## src/rtl/traffic_pkg.sv

```systemverilog
// Shared types and constants for the traffic-light sequencer: state encoding,
// one-hot lamp patterns and the default lamp/counter width.
package traffic_pkg;

    localparam int LIGHT_STATE_WIDTH = 3;

    typedef enum logic [1:0] {
        ST_GREEN   = 2'b00,
        ST_YELLOW  = 2'b01,
        ST_RED     = 2'b10,
        ST_ILLEGAL = 2'b11
    } state_t;

    localparam logic [2:0] LIGHT_GREEN  = 3'b001;
    localparam logic [2:0] LIGHT_YELLOW = 3'b010;
    localparam logic [2:0] LIGHT_RED    = 3'b100;

endpackage

```

## src/rtl/traffic_fsm_light_dec.sv

```systemverilog
// traffic_light_dec: pure combinational decode of a phase into its lamp pattern
// and light-counter reload. Honours TRAFFIC_FSM_STATE_CHECK_EN for state 11.
module traffic_light_dec
    import traffic_pkg::*;
#(
    parameter int LIGHT_STATE_WIDTH = traffic_pkg::LIGHT_STATE_WIDTH,
    parameter int GREEN_CNT_INIT    = 4,
    parameter int YELLOW_CNT_INIT   = 1,
    parameter int RED_CNT_INIT      = 6
) (
    input  logic [1:0]                   state,
    output logic [LIGHT_STATE_WIDTH-1:0] light,
    output logic [LIGHT_STATE_WIDTH-1:0] cnt_init
);

    always_comb begin
        light    = LIGHT_STATE_WIDTH'(LIGHT_GREEN);
        cnt_init = LIGHT_STATE_WIDTH'(GREEN_CNT_INIT);
        case (state)
            ST_YELLOW: begin
                light    = LIGHT_STATE_WIDTH'(LIGHT_YELLOW);
                cnt_init = LIGHT_STATE_WIDTH'(YELLOW_CNT_INIT);
            end
            ST_RED: begin
                light    = LIGHT_STATE_WIDTH'(LIGHT_RED);
                cnt_init = LIGHT_STATE_WIDTH'(RED_CNT_INIT);
            end
`ifdef TRAFFIC_FSM_STATE_CHECK_EN
            // A corrupted state shows RED so no conflicting direction sees green.
            ST_ILLEGAL: begin
                light    = LIGHT_STATE_WIDTH'(LIGHT_RED);
                cnt_init = LIGHT_STATE_WIDTH'(RED_CNT_INIT);
            end
`endif
            default: begin
                light    = LIGHT_STATE_WIDTH'(LIGHT_GREEN);
                cnt_init = LIGHT_STATE_WIDTH'(GREEN_CNT_INIT);
            end
        endcase
    end

endmodule

```

## src/rtl/traffic_fsm.sv

```systemverilog
// Three-phase traffic-light sequencer (GREEN -> YELLOW -> RED -> GREEN).
// Optional macro TRAFFIC_FSM_STATE_CHECK_EN adds fsm_err and RED fail-safe recovery.
module traffic_fsm
    import traffic_pkg::*;
#(
    parameter int LIGHT_STATE_WIDTH = traffic_pkg::LIGHT_STATE_WIDTH,
    parameter int GREEN_CNT_INIT    = 4,
    parameter int YELLOW_CNT_INIT   = 1,
    parameter int RED_CNT_INIT      = 6
) (
    input  logic                         clk,
    input  logic                         rst,
    input  logic                         en,
    input  logic                         light_cnt_last,
    input  logic                         second_cnt_pre_last,
    output logic [LIGHT_STATE_WIDTH-1:0] light,
    output logic [LIGHT_STATE_WIDTH-1:0] light_cnt_init
`ifdef TRAFFIC_FSM_STATE_CHECK_EN
    ,
    output logic                         fsm_err
`endif
);

    state_t                       state;
    state_t                       next_state;
    logic                         adv;
    logic [LIGHT_STATE_WIDTH-1:0] cur_light;
    logic [LIGHT_STATE_WIDTH-1:0] cur_cnt_unused;
    logic [LIGHT_STATE_WIDTH-1:0] next_light_unused;
    logic [LIGHT_STATE_WIDTH-1:0] next_cnt;

    assign adv = en & light_cnt_last & second_cnt_pre_last;

    always_ff @(posedge clk or posedge rst) begin
        if (rst) begin
            state <= ST_GREEN;
        end else begin
            state <= next_state;
        end
    end

    // Reset also steers next_state so the reload output reads GREEN while rst is held.
    always_comb begin
        next_state = state;
        if (rst) begin
            next_state = ST_GREEN;
        end else begin
            case (state)
                ST_GREEN:  next_state = adv ? ST_YELLOW : ST_GREEN;
                ST_YELLOW: next_state = adv ? ST_RED    : ST_YELLOW;
                ST_RED:    next_state = adv ? ST_GREEN  : ST_RED;
`ifdef TRAFFIC_FSM_STATE_CHECK_EN
                default:   next_state = ST_RED;
`else
                default:   next_state = ST_GREEN;
`endif
            endcase
        end
    end

    // Lamps come from the state flops; the reload looks ahead at next_state so the
    // external counter can load it on the same edge that enters the phase.
    traffic_light_dec #(
        .LIGHT_STATE_WIDTH(LIGHT_STATE_WIDTH),
        .GREEN_CNT_INIT   (GREEN_CNT_INIT),
        .YELLOW_CNT_INIT  (YELLOW_CNT_INIT),
        .RED_CNT_INIT     (RED_CNT_INIT)
    ) u_dec_cur (
        .state   (state),
        .light   (cur_light),
        .cnt_init(cur_cnt_unused)
    );

    traffic_light_dec #(
        .LIGHT_STATE_WIDTH(LIGHT_STATE_WIDTH),
        .GREEN_CNT_INIT   (GREEN_CNT_INIT),
        .YELLOW_CNT_INIT  (YELLOW_CNT_INIT),
        .RED_CNT_INIT     (RED_CNT_INIT)
    ) u_dec_next (
        .state   (next_state),
        .light   (next_light_unused),
        .cnt_init(next_cnt)
    );

    always_comb begin
        light          = cur_light;
        light_cnt_init = next_cnt;
`ifdef TRAFFIC_FSM_STATE_CHECK_EN
        fsm_err        = (state == ST_ILLEGAL);
`endif
    end

endmodule

```

## config.mk

```make
export PLATFORM = sky130hd
export DESIGN_NAME = traffic_fsm
export DESIGN_NICKNAME = d
export VERILOG_FILES = /design/src/rtl/traffic_pkg.sv /design/src/rtl/traffic_fsm_light_dec.sv /design/src/rtl/traffic_fsm.sv
export SDC_FILE = /design/constraint.sdc
export NUM_CORES = 1
export LEC_CHECK = 0
export ABC_CLOCK_PERIOD_IN_PS = 1400
export BUFFER_PORTS_ARGS = -buffer_cell sky130_fd_sc_hd__buf_2
export CAP_MARGIN = 20
export CORE_AREA = 2 2 39 41
export CTS_CLUSTER_SIZE = 40
export DETAILED_ROUTE_END_ITERATION = 12
export DIE_AREA = 0 0 41 43
export SETUP_SLACK_MARGIN = 0.3
export SKIP_LAST_GASP = 1
export SLEW_MARGIN = 20
export SYNTH_ARGS = -nofsm -noshare
export SYNTH_HDL_FRONTEND = slang
export SYNTH_HIERARCHICAL = 1
export SYNTH_SLANG_ARGS = --single-unit
```

## constraint.sdc

```tcl
create_clock -name clk -period 1.4 [get_ports clk]
set_input_delay 0.14 -clock clk [delete_from_list [all_inputs] [get_ports clk]]
set_output_delay 0.14 -clock clk [all_outputs]
set_load 0.1 [all_outputs]
```

Word level (Yosys, flattened, before mapping)
Index checks and enable logic that the tools add are counted.
{"block": "totals", "register_bits": 2, "word_cells": 15}
{"block": "op_classes", "n_eq_ne": 4, "n_bitwise": 2, "reduce_logical": 1, "n_mux": 7}
{"cell": "3-bit case mux with 2 select lines", "n": 2}
{"cell": "2-bit two-way mux", "n": 3}
{"cell": "2-bit case mux with 3 select lines", "n": 1}
{"cell": "2-bit by 1-bit equality test with 1-bit output, second input constant", "n": 2}
{"cell": "2-bit equality test, second input constant", "n": 2}
{"cell": "1-bit bitwise AND", "n": 2}
{"cell": "2-bit logical NOT", "n": 1}
{"cell": "1-bit two-way mux", "n": 1}

Depth between registers and ports, before layout
Gate-level depths: netlist of run 1.
{"block": "logic_depth", "depth_word": 7, "mapped_depth": 5}

By module
Netlist of run 1, hierarchy kept.
{"module": "traffic_light_dec", "seq_area_each_um2": 0.0, "cells_per_inst": 8, "area_per_inst_um2": 63.8, "n_inst": 2}
{"module": "traffic_fsm", "seq_area_each_um2": 50.0, "cells_per_inst": 9, "area_per_inst_um2": 103.8, "n_inst": 1}

Worst setup path before layout of run 1
No wires, ideal clock.
{"block": "synth_timing", "path_kind": "register to output", "startpoint": "register state[1]", "endpoint": "output light_cnt_init[0]", "path_stages_with_launch": 4, "path_slack_ns": -0.581, "required_time_ns": 1.260, "t_arrival_ns": 1.841, "path_buffers": 0, "cell_sequence": "dfrtp_1 > or3b_1 > mux2i_1 > ha_1"}
{"block": "synth_between", "elab_chain_len": 5}
{"item": "start: declaration", "line_no": "traffic_fsm.sv:24", "text": "state_t state;"}
{"item": "start signal: assignment", "line_no": "traffic_fsm.sv:38", "text": "state <= next_state;"}
{"item": "2-bit equality test (tied with other cells)", "line_no": "traffic_fsm.sv:48", "text": "case (state)"}
{"item": "2-bit case mux with 3 select lines (*)", "line_no": "traffic_fsm.sv:48"}
{"item": "2-bit two-way mux (*)", "line_no": "traffic_fsm.sv:45", "text": "if (rst) begin"}
{"item": "via next_state[0]", "line_no": "traffic_fsm.sv:25", "text": "state_t next_state;"}
{"item": "2-bit equality test / 2-bit by 1-bit equality test with 1-bit output (equally long branches)"}
{"item": "3-bit case mux with 2 select lines (*)", "line_no": "traffic_fsm_light_dec.sv:19", "text": "case (state)"}
{"item": "end: declaration", "line_no": "traffic_fsm.sv:17", "text": "output logic [LIGHT_STATE_WIDTH-1:0] light_cnt_init"}
The timed path passes the listed nets; every way through them passes the cells marked *.

Worst setup path after layout of run 1
Ends and elaborated chain as after synthesis.

==> summary.md, run 1 <==
| Metric | Value |
|---|---|
| Outcome | finished with violations |
| Violated checks | setup timing |
| Area of the core region | 0.00138 mm2 |
| Setup skew after layout | 2.35 ps |
| Sw power | 0.119 mW |
| Standard-cell row count | 14 |
| MaxCap Viol Count | 0 |
| Number of design rule violations left after detail routing | 0 |
| Worst hold path class | in2async |
| Layout cell share with drive strength beyond 1 | 0.800 |
| Hold slack final | 337 ps |
| Port Buffer Count | 10 |
| CTS clock-pin slew for the worst setup and hold paths | 30 ps |
| Final standard cell utilization of the core | 0.416 |
| Skew-Pair Late Insertion Delay | 220 ps |
| Area of placed instances | 417 um2 |
| Worst setup slack after layout | -460 ps |
| Cell count after synthesis | 21 |
| Post-route antenna net violation count | 0 |
| Drt initial violations | 1 |
| Number of global-route vias before repair | 246 |
| Maximum fanout count along the critical path | 4 |
| Part of the total power dissipated in sequential elements | 0.181 |
| Total wire length after detailed routing | 517 um |
| Per-cell via count in the routed design | 3.70 |
| RSZ-0062 raised after global routing | true |
| Worst vdd ir | 0.000309 V |
| Max Root-Sink Buffers | 2 |
| Startpoint of the lowest-slack register-to-register path | state[1] |
| Static leakage | 0.253 nW |
| Required @ worst endpoint | 1260 ps |
| Switching power as a share of total power | 0.349 |
| Clock sink count | 2 |
| # diodes | 0 |
| DR vias | 226 |
| Power density cells | 594 mW/mm2 |
| Die Width | 41 um |
| Worst Setup Slack post-DPL | -247 ps |
| Detail-routed net length per standard cell | 8.48 um |
| Critical setup path kind | reg2out |
| Slew headroom | 0.833 |
| Reg2reg path depth | 5 |
| Wire length of the first global-routing pass | 876 um |
| Type of origin of the critical path | flop |
| Post-route standard cell area excluding fillers | 576 um2 |
| Cell Int Power | 0.222 mW |
| Period utilisation layout | 1.33 |
| Minimum setup slack among reg-to-reg paths | 50 ps |
| Die Span Y | 43 um |
| Relative contribution of the clock network to total power | 0.371 |
| Layout Cells excl Fill | 61 |
| Effective utilization at floorplan | 0.145 |
| Routed length on met1 | 187 um |
| Fin crit period | 1860 ps |
| Initial antenna violation count | 0 |
| Number of CTS-inserted buffers | 3 |
| Max-slew violation total from the final report | 0 |
| Post-synthesis to final-layout area growth | 188% |
| Share of total power in combinational logic | 0.449 |
| Total standard cell area after synthesis | 200 um2 |
| Data arrival at the endpoint of the critical path | 1720 ps |
| Number of nets at the end of the flow | 57 |
| Count of final setup violators | 6 |
| Most flops, register | state |
| Die Area | 0.00176 mm2 |
| Top-level I/O count | 11 |
| Endpoint of the worst register-to-register path | state[0] |
| DR top layer | met3 |
| Nature of the critical path endpoint | output pin |
| Placer's final routability congestion estimate | 0.702 |
| Detail Route met3 WL | 23 um |
| Total routing usage reported by global routing | 0.0765 |
| Placed cells | 48 |
| Average cell area after synthesis | 9.53 um2 |
| Max Clock Freq | 538 MHz |
| Clock tree from TritonCTS | done |
| Clock H-tree levels | 1 |
| Final hold violations | 0 |
| Root buf cell | clkbuf_4 |
| Total nets after synthesis | 31 |
| Slew at the pin closest to its max-slew limit | 251 ps |
| Detailed route wirelength on metal2 | 306 um |
| Sum of net half-perimeters after detailed placement | 318 um |
| Number of flip-flops under the largest register name | 2 |
| Global route overflow | 0 |
| Largest net degree at the start of global routing | 5 |
| Pre-antenna DRT Iters | 2 |
| Fillcell total | 139 |
| Yosys warning count | 6 |
| Largest registers in the final layout | state x2 |
cell usage in the layout (no fill, tap or decap):
| cell type | count |
|---|---|
| and3_1 | 1 |
| or3b_4 | 1 |
| dlygate4sd3_1 | 1 |
| ha_2 | 2 |
| clkbuf_4 | 3 |
| clkinvlp_4 | 1 |
| or3_1 | 1 |
| buf_2 | 4 |
| mux2i_4 | 2 |
| or3b_1 | 1 |
| inv_2 | 2 |
| ha_4 | 3 |
| buf_4 | 3 |
| inv_1 | 3 |
| dfrtp_1 | 2 |
| buf_12 | 6 |
| buf_6 | 9 |
power groups by stage:
stage	registers, mW	clock network, mW	logic [mW]
floorplan	0.0624	0	0.0875
global placement	0.0622	0	0.129
detailed placement	0.0624	0	0.130
CTS	0.0617	0.137	0.147
global route	0.0623	0.140	0.160
finish	0.0617	0.127	0.153
stage by stage:
step / TNS [ps] / total power, mW
floorplan: -667 / 0.150
global placement: -532 / 0.191
detailed placement: -588 / 0.192
CTS: -2220 / 0.346
global route: -2880 / 0.363
finish: -2480 / 0.342
cell type report:
type / count / area [um2] / area share
inverters: 6 / 26.3 / 0.0457
repair buffers: 23 / 274 / 0.476
well taps: 16 / 20.0 / 0.0348
flip-flops and latches: 2 / 50.0 / 0.0870
clock buffers: 3 / 22.5 / 0.0391
multi-input cells: 11 / 183 / 0.317
timing repair:
item                                    in CTS  in global routing
resized for setup                           10                  4
pin swaps                                    1                  0
hold buffers                                 1                  0
setup buffers                                7                  2
endpoints found under the setup margin       8                  8
hold endpoints to repair                     2                  0
metal layers:
metal / vias to the layer above / track usage
met4: 0 / 0.0800
met5: - / 0
met3: 0 / 0
met2: 5 / 0.128
li1: 113 / -
met1: 108 / 0.0744
worst max-delay path by stage:
| stage | from | to | slack [ps] | cells after the start |
|---|---|---|---|---|
| 2_1_floorplan | state[1] | light_cnt_init[2] | -330 | 4 |
| 3_3_place_gp | state[1] | light_cnt_init[2] | -230 | 5 |
| 3_5_place_dp | state[1] | light_cnt_init[2] | -250 | 5 |
| 4_1_cts | state[1] | light_cnt_init[2] | -460 | 6 |
| 5_1_grt | state[1] | light_cnt_init[0] | -540 | 5 |
| 6_report | state[1] | light_cnt_init[0] | -460 | 5 |
worst max-delay path, stage by stage, from the launching register on:
cell	delay (ps)
dfrtp_1	390
or3b_4	410
mux2i_4	200
buf_4	140
ha_2	180
buf_12	170
No activity file was read; power rests on OpenSTA's default activity.
==> run 2: changes to the inputs <==
CELL_PAD_IN_SITES_DETAIL_PLACEMENT = 0   (was unset)
CELL_PAD_IN_SITES_GLOBAL_PLACEMENT = 1   (was unset)
PLACE_DENSITY_LB_ADDON = 0.1   (was unset)
==> summary.md, run 2 (synthesis gave the netlist of run 1 again) <==
| Metric | Value |
|---|---|
| Area of placed instances | 417 um2 |
| CTS clock-pin slew for the worst setup and hold paths | 30 ps |
| Per-cell via count in the routed design | 3.56 |
| DR top layer | met3 |
| Number of flip-flops under the largest register name | 2 |
| Fillcell total | 150 |
| Required @ worst endpoint | 1260 ps |
| Fin crit period | 1860 ps |
| Most flops, register | state |
| Clock H-tree levels | 1 |
| Final Total Pwr | 0.329 mW |
| Slew headroom | 0.853 |
| Post-route standard cell area excluding fillers | 508 um2 |
| Number of CTS-inserted buffers | 3 |
| Type of origin of the critical path | flop |
| Die Width | 41 um |
| Max-slew violation total from the final report | 0 |
| Skew-Pair Late Insertion Delay | 220 ps |
| Top-level I/O count | 11 |
| Initial antenna violation count | 0 |
| Data arrival at the endpoint of the critical path | 1720 ps |
| Die Area | 0.00176 mm2 |
| Multi-input combinational cell area | 183 um2 |
| Commonest cells after routing, fill and taps aside | buf_12, buf_2 |
| Final hold violations | 0 |
| Detail Route met3 WL | 29 um |
| Clock sink count | 2 |
| Number of global-route vias before repair | 196 |
| Worst Setup Slack post-DPL | -248 ps |
| Effective utilization at floorplan | 0.145 |
| Power density cells | 648 mW/mm2 |
| Routed length on met1 | 148 um |
| DR vias | 196 |
| Static leakage | 0.216 nW |
| Leading cell type in the layout, fill and taps excluded | buf_12 |
| Max Root-Sink Buffers | 2 |
| Total wire length after detailed routing | 495 um |
| Violated checks | setup timing |
| Final standard cell utilization of the core | 0.367 |
| Period utilisation layout | 1.33 |
| Number of nets at the end of the flow | 51 |
| Global route overflow | 0 |
| Layout cell share with drive strength beyond 1 | 0.769 |
| Storage cell area | 50.0 um2 |
| Pre-antenna DRT Iters | 1 |
| Slew at the pin closest to its max-slew limit | 216 ps |
| Clock tree from TritonCTS | done |
| Outcome | finished with violations |
| Detailed route wirelength on metal2 | 317 um |
| Hold slack final | 348 ps |
| Drt initial violations | 0 |
| Die Span Y | 43 um |
| Largest net degree at the start of global routing | 5 |
| Placer's final routability congestion estimate | 0.545 |
| Total routing usage reported by global routing | 0.0704 |
| Setup skew after layout | 5.55 ps |
| Detail-routed net length per standard cell | 9.00 um |
| Sum of net half-perimeters after detailed placement | 404 um |
| Worst setup slack after layout | -461 ps |
| Max Clock Freq | 537 MHz |
| Root buf cell | clkbuf_4 |
| Wire length of the first global-routing pass | 731 um |
| RSZ-0062 raised after global routing | true |
| Number of design rule violations left after detail routing | 0 |
| Port Buffer Count | 10 |
| Worst hold path class | in2async |
| Worst vdd ir | 0.000357 V |
| Post-route antenna net violation count | 0 |
| Count of final setup violators | 6 |
| Area of the core region | 0.00138 mm2 |
| Post-synthesis to final-layout area growth | 154% |
| Nature of the critical path endpoint | output pin |
| Critical setup path kind | reg2out |
| MaxCap Viol Count | 0 |
| Standard-cell row count | 14 |
| Largest registers in the final layout | state x2 |
| Maximum fanout count along the critical path | 4 |
| # diodes | 0 |
## run 2: changes by cell type in the layout (fill, tap and decap cells not counted)
cell,previous run,this run
buf_6,9,3
## run 2: metal layers
metal  up-vias  track usage
li1         98            -
met1        91       0.0419
met2         7        0.119
met3         0       0.0209
met4         0        0.100
met5         -            0
## run 2: path summary, 6_finish.rpt
kind                            startpoint                end  slack (ps)  cells after the start
worst max-delay path              state[1]  light_cnt_init[1]        -460                      5
worst min-delay path                   rst           state[1]         350                      3
worst max register to register    state[1]           state[0]         130                      3
max in group asynchronous              rst           state[0]         940                      3
worst min register to register    state[0]           state[1]         760                      3
min in group clk                       rst           state[1]         410                      4
## run 2: final cells by class
class                      count  area share
clock buffer                   3      0.0443
inverter                       6      0.0517
multi-input combinational     11       0.360
sequential                     2      0.0985
tap                           16      0.0394
timing repair buffer          17       0.406
## run 2: worst max-delay path, stage by stage (launching register included)
cell	delay (ps)
dfrtp_1	390
or3b_4	440
mux2i_4	220
inv_1	110
ha_4	170
buf_12	160
## run 2: repair_timing
action | in CTS | in global routing
resized for setup | 5 | 3
pin swaps | 1 | 2
hold buffers | 1 | 0
setup buffers | 2 | 1
endpoints found under the setup margin | 8 | 8
hold endpoints to repair | 2 | 0
## run 2: report_power, final
part | internal, mW | switching (mW)
Combinational | 0.0575 | 0.0834
Clock | 0.0945 | 0.0319
Sequential | 0.0602 | 0.00168
## run 2: metrics by stage
| step | std cells | TNS (ps) |
|---|---|---|
| floorplan | 21 | -667 |
| global placement | 48 | -523 |
| global route | 55 | -1900 |
| CTS | 54 | -1400 |
| detailed placement | 48 | -604 |
| finish | 55 | -1630 |
